## config.mk

```make
export PLATFORM = sky130hd
export DESIGN_NAME = online_residual_engine_flat
export DESIGN_NICKNAME = d
export VERILOG_FILES = /design/src/rtl/online_residual_engine_pkg.sv /design/src/rtl/online_residual_engine_if.sv /design/src/rtl/online_residual_engine_sel.sv /design/src/rtl/online_residual_engine.sv /design/src/flat_wrapper.sv
export SDC_FILE = /design/constraint.sdc
export NUM_CORES = 1
export LEC_CHECK = 0
export ABC_AREA = 1
export CAP_MARGIN = 10
export CORE_ASPECT_RATIO = 1.4
export CORE_MARGIN = 2
export CORE_UTILIZATION = 65
export DETAILED_ROUTE_END_ITERATION = 6
export DONT_BUFFER_PORTS = 1
export GPL_TIMING_DRIVEN = 0
export HOLD_SLACK_MARGIN = 0.12
export PLACE_DENSITY_LB_ADDON = 0.25
export REMOVE_ABC_BUFFERS = 1
export SKIP_LAST_GASP = 1
export SYNTH_ARGS = -nofsm -noshare
export SYNTH_HDL_FRONTEND = slang
export SYNTH_HIERARCHICAL = 1
export SYNTH_SLANG_ARGS = --single-unit
export TNS_END_PERCENT = 30
```

## constraint.sdc

```tcl
create_clock -name clk -period 3.85 [get_ports clk]
set_input_delay 0.385 -clock clk [delete_from_list [all_inputs] [get_ports clk]]
set_output_delay 0.385 -clock clk [all_outputs]
set_load 0.01 [all_outputs]
```

## src/rtl/online_residual_engine_pkg.sv

```systemverilog
// Shared digit encodings and FSM state codes for the online residual engine.
package online_pkg;

  localparam logic [1:0] SD_POS  = 2'b10;
  localparam logic [1:0] SD_NEG  = 2'b01;
  localparam logic [1:0] SD_ZERO = 2'b00;

  localparam logic [1:0] ST_IDLE  = 2'd0;
  localparam logic [1:0] ST_DELAY = 2'd1;
  localparam logic [1:0] ST_RUN   = 2'd2;
  localparam logic [1:0] ST_DONE  = 2'd3;

endpackage

```

## src/rtl/online_residual_engine_if.sv

```systemverilog
// Step/result bus of the online residual engine; res_ovf only exists with ONLINE_RES_OVF_EN.
interface online_residual_engine_if #(
  parameter int UPPER_WIDTH = 5
);
  logic                   start;
  logic                   in_valid;
  logic [UPPER_WIDTH-1:0] v_plus_int;
  logic [UPPER_WIDTH-1:0] v_minus_int;
  logic                   compare_frac;
  logic [1:0]             shift_in;
  logic [UPPER_WIDTH-1:0] w_plus_int;
  logic [UPPER_WIDTH-1:0] w_minus_int;
  logic [1:0]             p_value;
  logic                   out_valid;
  logic                   busy;
  logic                   done;
`ifdef ONLINE_RES_OVF_EN
  logic                   res_ovf;
`endif

  modport master (
    output start, in_valid, v_plus_int, v_minus_int, compare_frac, shift_in,
`ifdef ONLINE_RES_OVF_EN
    input  res_ovf,
`endif
    input  w_plus_int, w_minus_int, p_value, out_valid, busy, done
  );

  modport slave (
    input  start, in_valid, v_plus_int, v_minus_int, compare_frac, shift_in,
`ifdef ONLINE_RES_OVF_EN
    output res_ovf,
`endif
    output w_plus_int, w_minus_int, p_value, out_valid, busy, done
  );

endinterface

```

## src/rtl/online_residual_engine_sel.sv

```systemverilog
// Digit selection from an estimate of the top residual bits (optional ONLINE_RES_OVF_EN extreme flag).
module online_sel_fn
  import online_pkg::*;
#(
  parameter int UPPER_WIDTH = 5,
  parameter int EST_BITS    = 3
) (
  input  logic [UPPER_WIDTH-1:0] v_plus_int,
  input  logic [UPPER_WIDTH-1:0] v_minus_int,
  input  logic                   compare_frac,
`ifdef ONLINE_RES_OVF_EN
  output logic                   est_extreme,
`endif
  output logic [1:0]             sel
);

  localparam logic signed [EST_BITS-1:0] EST_ZERO  = '0;
  localparam logic signed [EST_BITS-1:0] EST_MINUS = '1;

  logic [UPPER_WIDTH-1:0]     v_upper;
  logic signed [EST_BITS-1:0] est;

  assign v_upper = v_plus_int - v_minus_int - {{(UPPER_WIDTH-1){1'b0}}, compare_frac};
  assign est     = v_upper[UPPER_WIDTH-1 -: EST_BITS];

  // Estimates of 0 and -1 both map to a zero digit, keeping the residual bounded.
  always_comb begin
    sel = SD_ZERO;
    if (est > EST_ZERO)
      sel = SD_POS;
    else if (est < EST_MINUS)
      sel = SD_NEG;
  end

`ifdef ONLINE_RES_OVF_EN
  localparam logic signed [EST_BITS-1:0] EST_MAX = {1'b0, {(EST_BITS-1){1'b1}}};
  localparam logic signed [EST_BITS-1:0] EST_MIN = {1'b1, {(EST_BITS-1){1'b0}}};

  assign est_extreme = (est == EST_MAX) || (est == EST_MIN);
`endif

endmodule

```

## src/rtl/online_residual_engine.sv

```systemverilog
// Online residual engine: IDLE/DELAY/RUN/DONE sequencing of residual updates and digit output.
// Build option ONLINE_RES_OVF_EN adds a sticky res_ovf flag for extreme estimates.
module online_residual_engine
  import online_pkg::*;
#(
  parameter int UPPER_WIDTH  = 5,
  parameter int EST_BITS     = 3,
  parameter int ONLINE_DELAY = 3,
  parameter int NUM_DIGITS   = 16
) (
  input logic                     clk,
  input logic                     asyn_reset,
  online_residual_engine_if.slave bus
);

  localparam int         W          = UPPER_WIDTH;
  localparam logic [7:0] DELAY_LAST = 8'(ONLINE_DELAY - 1);
  localparam logic [7:0] RUN_LAST   = 8'(NUM_DIGITS - 1);
  localparam logic [1:0] FIRST_ST   = (ONLINE_DELAY == 0) ? ST_RUN : ST_DELAY;

  logic [1:0]   state;
  logic [7:0]   step_cnt;
  logic [W-1:0] w_plus_q, w_minus_q;
  logic [1:0]   p_value_q;
  logic         out_valid_q;
  logic [1:0]   sel, d;
  logic         msb_keep;
  logic [W-1:0] w_plus_next, w_minus_next;

  online_sel_fn #(
    .UPPER_WIDTH (UPPER_WIDTH),
    .EST_BITS    (EST_BITS)
  ) u_sel (
    .v_plus_int   (bus.v_plus_int),
    .v_minus_int  (bus.v_minus_int),
    .compare_frac (bus.compare_frac),
`ifdef ONLINE_RES_OVF_EN
    .est_extreme  (est_extreme),
`endif
    .sel          (sel)
  );

  // Leading DELAY steps shift the residual with a forced zero digit.
  assign d = (state == ST_RUN) ? sel : SD_ZERO;

  assign msb_keep     = bus.v_plus_int[W-2] ^ bus.v_minus_int[W-2] ^ d[1] ^ d[0];
  assign w_plus_next  = {msb_keep & (bus.v_plus_int[W-2] ^ d[1]),
                         bus.v_plus_int[W-3:0], bus.shift_in[1]};
  assign w_minus_next = {msb_keep & (bus.v_minus_int[W-2] ^ d[0]),
                         bus.v_minus_int[W-3:0], bus.shift_in[0]};

  always_ff @(posedge clk or posedge asyn_reset) begin
    if (asyn_reset) begin
      state       <= ST_IDLE;
      step_cnt    <= '0;
      w_plus_q    <= '0;
      w_minus_q   <= '0;
      p_value_q   <= SD_ZERO;
      out_valid_q <= 1'b0;
    end else begin
      out_valid_q <= 1'b0;
      case (state)
        ST_IDLE: begin
          if (bus.start) begin
            state     <= FIRST_ST;
            step_cnt  <= '0;
            w_plus_q  <= '0;
            w_minus_q <= '0;
            p_value_q <= SD_ZERO;
          end
        end
        ST_DELAY: begin
          if (bus.in_valid) begin
            w_plus_q  <= w_plus_next;
            w_minus_q <= w_minus_next;
            if (step_cnt == DELAY_LAST) begin
              state    <= ST_RUN;
              step_cnt <= '0;
            end else begin
              step_cnt <= step_cnt + 8'd1;
            end
          end
        end
        ST_RUN: begin
          if (bus.in_valid) begin
            w_plus_q    <= w_plus_next;
            w_minus_q   <= w_minus_next;
            p_value_q   <= d;
            out_valid_q <= 1'b1;
            if (step_cnt == RUN_LAST) begin
              state    <= ST_DONE;
              step_cnt <= '0;
            end else begin
              step_cnt <= step_cnt + 8'd1;
            end
          end
        end
        default: state <= ST_IDLE;
      endcase
    end
  end

`ifdef ONLINE_RES_OVF_EN
  logic est_extreme;
  logic res_ovf_q;

  // Sticky until the next honoured start.
  always_ff @(posedge clk or posedge asyn_reset) begin
    if (asyn_reset)
      res_ovf_q <= 1'b0;
    else if (state == ST_IDLE && bus.start)
      res_ovf_q <= 1'b0;
    else if (state == ST_RUN && bus.in_valid && est_extreme)
      res_ovf_q <= 1'b1;
  end

  assign bus.res_ovf = res_ovf_q;
`endif

  assign bus.w_plus_int  = w_plus_q;
  assign bus.w_minus_int = w_minus_q;
  assign bus.p_value     = p_value_q;
  assign bus.out_valid   = out_valid_q;
  assign bus.busy        = (state == ST_DELAY) || (state == ST_RUN);
  assign bus.done        = (state == ST_DONE);

endmodule

```

## src/flat_wrapper.sv

```systemverilog
// flat-port wrapper written by rule: the top's interface ports become plain ports
module online_residual_engine_flat import online_pkg::*;
#(
  parameter int UPPER_WIDTH  = 5,
  parameter int EST_BITS     = 3,
  parameter int ONLINE_DELAY = 3,
  parameter int NUM_DIGITS   = 16
)
  (clk, asyn_reset, bus_start, bus_in_valid, bus_v_plus_int, bus_v_minus_int, bus_compare_frac, bus_shift_in, bus_w_plus_int, bus_w_minus_int, bus_p_value, bus_out_valid, bus_busy, bus_done);
  online_residual_engine_if #(.UPPER_WIDTH(UPPER_WIDTH)) bus_i ();
  input logic clk;
  input logic asyn_reset;
  input wire logic [$bits(bus_i.start)-1:0] bus_start;
  input wire logic [$bits(bus_i.in_valid)-1:0] bus_in_valid;
  input wire logic [$bits(bus_i.v_plus_int)-1:0] bus_v_plus_int;
  input wire logic [$bits(bus_i.v_minus_int)-1:0] bus_v_minus_int;
  input wire logic [$bits(bus_i.compare_frac)-1:0] bus_compare_frac;
  input wire logic [$bits(bus_i.shift_in)-1:0] bus_shift_in;
  output wire logic [$bits(bus_i.w_plus_int)-1:0] bus_w_plus_int;
  output wire logic [$bits(bus_i.w_minus_int)-1:0] bus_w_minus_int;
  output wire logic [$bits(bus_i.p_value)-1:0] bus_p_value;
  output wire logic [$bits(bus_i.out_valid)-1:0] bus_out_valid;
  output wire logic [$bits(bus_i.busy)-1:0] bus_busy;
  output wire logic [$bits(bus_i.done)-1:0] bus_done;
  assign bus_i.start = bus_start;
  assign bus_i.in_valid = bus_in_valid;
  assign bus_i.v_plus_int = bus_v_plus_int;
  assign bus_i.v_minus_int = bus_v_minus_int;
  assign bus_i.compare_frac = bus_compare_frac;
  assign bus_i.shift_in = bus_shift_in;
  assign bus_w_plus_int = bus_i.w_plus_int;
  assign bus_w_minus_int = bus_i.w_minus_int;
  assign bus_p_value = bus_i.p_value;
  assign bus_out_valid = bus_i.out_valid;
  assign bus_busy = bus_i.busy;
  assign bus_done = bus_i.done;
  online_residual_engine #(.UPPER_WIDTH(UPPER_WIDTH), .EST_BITS(EST_BITS), .ONLINE_DELAY(ONLINE_DELAY), .NUM_DIGITS(NUM_DIGITS)) u_core (.clk(clk), .asyn_reset(asyn_reset), .bus(bus_i));
endmodule
```

Word level (Yosys, flattened, before mapping)
Index checks and enable logic that the tools add are counted.
Word-level totals
  input port bits: 17
  register bits: 23
  output and inout bits: 15
  logic and storage cells: 64
Cells by class
  bitwise operators: 7
  $add $sub $neg: 3
  reduce and logical (&&, ||, !) cells: 10
  eq/ne operators: 11
  muxes and demuxes: 25
  order comparisons: 2
Operator list (number)
  $mux W8: 5
  $pmux W8 S3: 1
  $pmux W5 S2: 2
  $mux W2: 9
  $mux W5: 3
  $add A8 B1 Y8 const B: 1
  $eq A8 B2 Y1 const B: 1
  $eq A8 B4 Y1 const B: 1
  $ne A2 B2 Y1 const B: 4
  $pmux W2 S3: 1
  $reduce_and A3 Y1: 2
  $reduce_and A5 Y1: 1
  $sub A5 B1 Y5: 1
  $sub A5 B5 Y5: 1
  $xor A1 B1 Y1: 5
  $eq A2 B2 Y1 const B: 2
  $ne A2 B1 Y1 const B: 2
  $pmux W2 S2: 1
  $reduce_and A4 Y1: 1
  $reduce_bool A2 Y1: 2
  $gt A3 B1 Y1 const B: 1
  $lt A3 B1 Y1 const B: 1
  $mux W1: 3
  $reduce_bool A3 Y1: 1
  other kinds (5): 6

Logic depth before layout (Yosys ltp)
Gate-level depths: netlist of run 1.
  depth after elaboration: 11
  mapped depth: 18
  depth with buffers taken out: 18

Hierarchy
Netlist of run 1, hierarchy kept.
Modules (own cells, without submodules)
  online_residual_engine: instances 1, sequential area each 575.6 um^2, area each 1421.4 um^2, cells each 183
  online_sel_fn: instances 1, sequential area each 0.0 um^2, area each 274.0 um^2, cells each 53

Worst setup path before layout of run 1
OpenSTA, ideal clock, no wires.
  kind: input-to-reg
  from: input bus_v_minus_int[0]
  to: register u_core.w_minus_q[4], in the netlist u_core/bus.w_minus_int[4]
  arrival: 2.120 ns
  library setup time: 0.065 ns
  cell stages on the path: 16
  path buffers: 0
  slack: 1.665 ns
  data required time: 3.785 ns
  path through: inv_1 > fa_1 > ha_1 > nand2_1 > nand2_2 > a21o_1 > nand2_1 > clkinv_1 > nor2_2 > nand2_1 > inv_1 > nand2_1 > o21ai_1 > xor2_1 > nand2_1 > nand2_1
Between the ends
  longest elaborated chain between the ends: 10
  elaborated cells on any way between the ends: 13
  classes of those cells: add/sub (2); order compare (2); mux (5); bitwise (4)
Ends and longest elaborated chain
  from (decl): line flat_wrapper.sv:16  | input wire logic [$bits(bus_i.v_minus_int)-1:0] bus_v_minus_int;
  $sub A5 B5 Y5 (*): line online_residual_engine_sel.sv:23  | assign v_upper = v_plus_int - v_minus_int - {{(UPPER_WIDTH-1){1'b0}}, compare_frac};
  $sub A5 B1 Y5 (*): line online_residual_engine_sel.sv:23
  $lt A3 B1 Y1: line online_residual_engine_sel.sv:31  | else if (est < EST_MINUS)
  $mux W1: line online_residual_engine_sel.sv:31
  $mux W2 (*): line online_residual_engine_sel.sv:29  | if (est > EST_ZERO)
  net u_core.sel[0]: line online_residual_engine.sv:26  | logic [1:0] sel, d;
  $mux W2 (*): line online_residual_engine.sv:44  | assign d = (state == ST_RUN) ? sel : SD_ZERO;
  $xor A1 B1 Y1 (on tied branches): line online_residual_engine.sv:46, online_residual_engine.sv:49
  $and A1 B1 Y1 (*): line online_residual_engine.sv:49  | assign w_minus_next = {msb_keep & (bus.v_minus_int[W-2] ^ d[0]),
  $mux W5 (*): line online_residual_engine.sv:73, online_residual_engine.sv:85
  $pmux W5 S2 (*): line online_residual_engine.sv:62  | case (state)
  to (signal assigned): line online_residual_engine.sv:75  | w_minus_q <= w_minus_next;
  to (signal assigned): line online_residual_engine.sv:87  | w_minus_q <= w_minus_next;
  to (decl): line online_residual_engine.sv:23  | logic [W-1:0] w_plus_q, w_minus_q;
Mark *: on every way through the listed nets, which the timed path passes. The rest lies on a longest branch. The select of a mux whose other input is x is not followed.
A chain may end at the register's enable or synchronous reset.

Worst setup path after layout of run 1
Ends and elaborated chain as after synthesis.

==> results of run 1 <==
[area by class of cell]
cell class	instances	area [um^2]	area share
Sequential cell	23	576	0.333
Inverter	38	143	0.0826
Multi-Input combinational cell	169	931	0.539
Clock buffer	3	22.5	0.0130
Tap cell	34	42.5	0.0246
Timing Repair Buffer	1	7.51	0.00435
Clock inverter	1	5.00	0.00290
[cell families after synthesis]
group,Yosys count
simple gates,127
buf+inv,44
compound gates,27
flops,23
fa+ha+maj,12
xor+xnor,3
[worst max path at each step]
stage,end,slack (ps),depth (start not counted)
detailed placement,u_core/bus.w_plus_int[0],1310,4
global placement,u_core/bus.w_plus_int[4],1350,6
finish,u_core/bus.w_minus_int[4],1780,16
floorplan,u_core/bus.w_minus_int[4],1650,16
global route,u_core/bus.w_minus_int[4],1580,16
CTS,u_core/bus.w_plus_int[0],1280,4
[sequential cells by signal, summed over array words and instances (netlist names)]
name and flops:
u_core/bus.out_valid 1, u_core/bus.p_value 2, u_core/bus.w_minus_int 5, u_core/bus.w_plus_int 5
u_core/state 2, u_core/step_cnt 8
[power by group]
part | switching (mW) | internal, mW
clock | 0.0711 | 0.0388
combinational | 0.429 | 0.198
sequential | 0.0805 | 0.314
[routing by layer]
layer / GRT usage / vias up / wire length (um)
li1: - / 726 / -
met1: 0.268 / 651 / 1260
met2: 0.433 / 26 / 1760
met3: 0.0251 / 5 / 96
met4: 0.0903 / 0 / 44
met5: 0 / - / 0
[placed cells by master, fill, tap and decap left out, drive strengths merged]
master  instances
a21o            1
a21oi           6
buf             1
clkbuf          3
clkinv          4
dfrtp          23
fa              1
ha             11
inv            35
nand2          92
nand3          16
nand4           1
nor2           15
nor3            3
o211ai          1
o21ai          18
o21bai          1
xor2            3
[worst max-delay path: stages]
cell,delay (ps)
inv_1,30
fa_1,380
ha_1,280
nand2_1,70
nand2_2,90
a21o_1,160
nand2_1,60
clkinv_1,70
nor2_2,110
nand2_1,70
inv_1,110
nand2_1,50
o21ai_1,90
xor2_1,210
nand2_1,80
nand2_1,60
[metrics by stage]
step | power (mW) | worst slack (ps) | cell area (um^2)
2_1_floorplan | 0.882 | 1650 | 1650
3_3_place_gp | 0.993 | 1350 | 1690
3_5_place_dp | 1.01 | 1310 | 1690
4_1_cts | 1.12 | 1280 | 1720
5_1_grt | 1.24 | 1580 | 1730
6_report | 1.13 | 1780 | 1730
[cell usage after synthesis (4+ instances only)]
master   count
nand2_2      7
dfrtp_1     23
o21ai_0     12
buf_2        4
nand3_1     14
nor2_1      10
ha_1        11
inv_1       31
o21ai_1      5
inv_2        4
nand2_1     82
==> flow_metrics.tcl, run 1 <==
set metrics [dict create \
    status "completed" \
    yosysTopAreaCellShare 0.339 \
    drt_first_pass_iters 4 \
    grt_max_degree 24 \
    synth_edf_count 0 \
    synth_area_per_cell_um2 7.18 \
    rsz0062_at_grt "false" \
    drive_above_1_share 0.128 \
    dp_cells 264 \
    routed_wl_mm 3.16 \
    antenna_found_initial 0 \
    pin_count 32 \
    drv_slew 0 \
    synth-xor-area-share 0.0155 \
    vias 1408 \
    clk_path_buf_depth 2 \
    slew_headroom 0.434 \
    antenna_left 0 \
    clock_skew_ps 1.75 \
    groute.usage.overall 0.238 \
    critPathKind "primary input to register" \
    start_util 0.694 \
    grt_pass1_vias 1381 \
    drtIter0Drc 39 \
    synthFlopType "dfrtp_1" \
    root_buffer "clkbuf_4" \
    worst_hold_slack_ps 124 \
    cts_setup_buffers 0 \
    pwr_density_cell_mw_per_mm2 655 \
    tritoncts "built" \
    synth_area_leaders "dfrtp_1 (34%), nand2_1 (18%), ha_1 (8.1%)" \
    fillCellCount 211 \
    post_cts_resized 0 \
    hpwl_mm 2.43 \
    hold_class "primary input to async pin" \
    wl_per_cell_um 11.7 \
    io_buffers 0 \
    die_width_um 47.2 \
    gp_congestion 0.808 \
    path_clk_slew_ps 120 \
    die_h_um 64.4 \
    synth_seq_cells 23 \
    fmax_mhz 483 \
    synth_cell_type_count 29 \
    maxCapViolCount 0 \
    grt_overflow 0 \
    drc 0 \
    start_kind "primary input" \
    dieArea_mm2 0.00304 \
    reg2reg_setup_slack_ps 1790 \
    fin_crit_ps 2070 \
    hold_violations 0 \
    ys_warn_count 6 \
    endpoint_kind "register" \
    syn_area_mm2 0.00170 \
    synth_simple_gate_area_share 0.348 \
    rows 21 \
    clkSinkCount 23 \
    tightest_slew_ps 849 \
    crit_start "bus_v_minus_int[0]" \
    syn_inst 236 \
    cts_hold_buffers 0 \
    required_ps 4110 \
    grt_pass1_wl_mm 5.42 \
    viasPerCell 5.23 \
    syn2layout_area_growth_pct 1.85 \
    crit_fanout 5 \
    htreeDepth 1 \
    p_leak_nw 0.948 \
    final_nets 265 \
    yosys.area_share.adder 0.0930 \
    synth_top_family_by_area "simple AND/OR/NAND/NOR gates" \
    setup_viol 0 \
    r2r-start "u_core/state[0]" \
    r2r_cells 8 \
    diodes 0 \
    synthMuxAreaShare 0 \
    tns_ps 0 \
    ys_async_sr_fraction 1.00 \
    core_area_mm2 0.00244 \
    timing.rr.end "u_core/bus.w_plus_int[4]" \
    clkLatencyLatePin_ps 310 \
    ir_worst_vdd_mv 0.407 \
    synth_seq_area_share 0.339 \
    cts_buffers 3 \
    arrival_ps 2320 \
    synth-compound-area-share 0.0930 \
    fin_crit_sh 0.537 \
    final_cells 269 \
    yosysTopAreaCell "dfrtp_1" \
    fin_util 0.707 \
]
(Power assumes the default switching activity.)
==> run 2, diff against run 1 <==
Settings changed: CORE_UTILIZATION 65 to 57.
Clock period 3.85 ns to 1.9 ns, I/O delays scaled along.
==> flow_metrics.tcl, run 2 (same netlist as run 1, synthesis figures left out) <==
set metrics [dict create \
    status "completed" \
    antenna_found_initial 0 \
    final_cells 286 \
    crit_fanout 5 \
    drc 0 \
    gp_congestion 0.822 \
    design_area_mm2 0.00195 \
    antenna_left 0 \
    hold_violations 0 \
    rows 23 \
    clkSinkCount 23 \
    slew_headroom 0.427 \
    grt_pass1_vias 1347 \
    cts_buffers 3 \
    tritoncts "built" \
    dieArea_mm2 0.00343 \
    placed_cell_area_mm2 0.00170 \
    pin_count 32 \
    critPathKind "primary input to register" \
    drv_slew 0 \
    start_util 0.595 \
    path_clk_slew_ps 80 \
    required_ps 2110 \
    drtIter0Drc 41 \
    post-place-ws_ps -624 \
    tns_ps 0 \
    maxCapViolCount 0 \
    io_buffers 0 \
    die_width_um 50.1 \
    clock_skew_ps 1.96 \
    viasPerCell 5.14 \
    rsz0062_at_grt "true" \
    tightest_slew_ps 859 \
    total_power_mw 2.63 \
    syn2layout_area_growth_pct 15.1 \
    die_h_um 68.5 \
    arrival_ps 1970 \
    clk_path_buf_depth 2 \
    fin_crit_sh 0.926 \
    fmax_mhz 569 \
    drive_above_1_share 0.189 \
    ir_worst_vdd_mv 0.874 \
    final_cell_mix "nand2_1 (77), inv_1 (30), dfrtp_1 (23)" \
    clkLatencyLatePin_ps 260 \
    root_buffer "clkbuf_8" \
    endpoint_kind "register" \
    worst_hold_slack_ps 188 \
    drt_first_pass_iters 4 \
    p_leak_nw 1.02 \
    htreeDepth 1 \
    grt_max_degree 24 \
    top_register "u_core/step_cnt" \
    largest_reg_flops 8 \
    routed_wl_mm 3.59 \
    core_area_mm2 0.00285 \
    layout_commonest_cell "nand2_1" \
    grt_pass1_wl_mm 5.71 \
    fin_crit_ps 1760 \
    final_nets 279 \
    setup_ws_ps 141 \
    grt_overflow 0 \
    diodes 0 \
    vias 1470 \
    dp_cells 267 \
    groute.usage.overall 0.219 \
    setup_viol 0 \
    hold_class "primary input to register" \
    hpwl_mm 2.34 \
    pwr_density_cell_mw_per_mm2 1350 \
    start_kind "primary input" \
    wl_per_cell_um 12.6 \
    fin_util 0.685 \
]
run 2: cell types whose count changed in the layout (fill, tap and decap cells not counted), sizes merged:
| cell | change |
|---|---|
| inv | +1 |
| clkinv | -1 |
| buf | +3 |
| o211ai | +1 |
| dlygate4sd3 | +10 |
run 2: worst paths after layout:
check | startpoint | end | slack [ps] | depth (start not counted)
hold reg to reg | u_core/step_cnt[1] | u_core/step_cnt[1] | 560 | 2
setup reg to reg | u_core/state[1] | u_core/step_cnt[0] | 180 | 9
max in group asynchronous | asyn_reset | u_core/step_cnt[6] | 820 | 2
setup / recovery | bus_v_minus_int[0] | u_core/bus.w_minus_int[4] | 140 | 17
min in group asynchronous | asyn_reset | u_core/bus.w_plus_int[1] | 550 | 2
hold / removal | bus_v_minus_int[3] | u_core/bus.w_minus_int[4] | 190 | 5
run 2: final cells by class:
class	count	area (um^2)
timing repair buffer	14	130
multi-input combinational	170	1010
clock inverter	1	5.00
clock buffer	3	41.3
inverter	38	143
sequential	23	576
tap	37	46.3
fill	242	897
run 2: timing repair:
item / CTS / global route
hold endpoints to repair: 32 / 0
buffers inserted: 4 / 0
gates resized for setup: 2 / 15
hold buffers: 10 / 0
cloned: 1 / 0
setup endpoints to repair: 10 / 12
pin swaps: 4 / 4
run 2: power by group:
group	internal, mW	total (mW)	switching, mW	leakage, nW
sequential	0.637	0.799	0.162	0.307
combinational	0.550	1.52	0.973	0.689
clock	0.146	0.306	0.159	0.0255
run 2: critical path, cell delays in order:
cell     delay, ps
inv_1           30
fa_2           370
ha_4           240
nand2_2         80
nand2_4         70
nand2_2         60
nand2_2         50
nand2_1         70
nand2_2         70
nor2_4         120
nand2_2         60
inv_2           60
nand2_1         50
o21ai_2         60
xor2_1         220
nand2_1         80
nand2_1         60
run 2: metal layers:
layer	share of wire	vias to the layer above	track usage
met3	0.022	2	0.0172
met5	0	-	0
li1	-	754	-
met4	0.010	0	0.0833
met2	0.56	21	0.424
met1	0.40	693	0.247
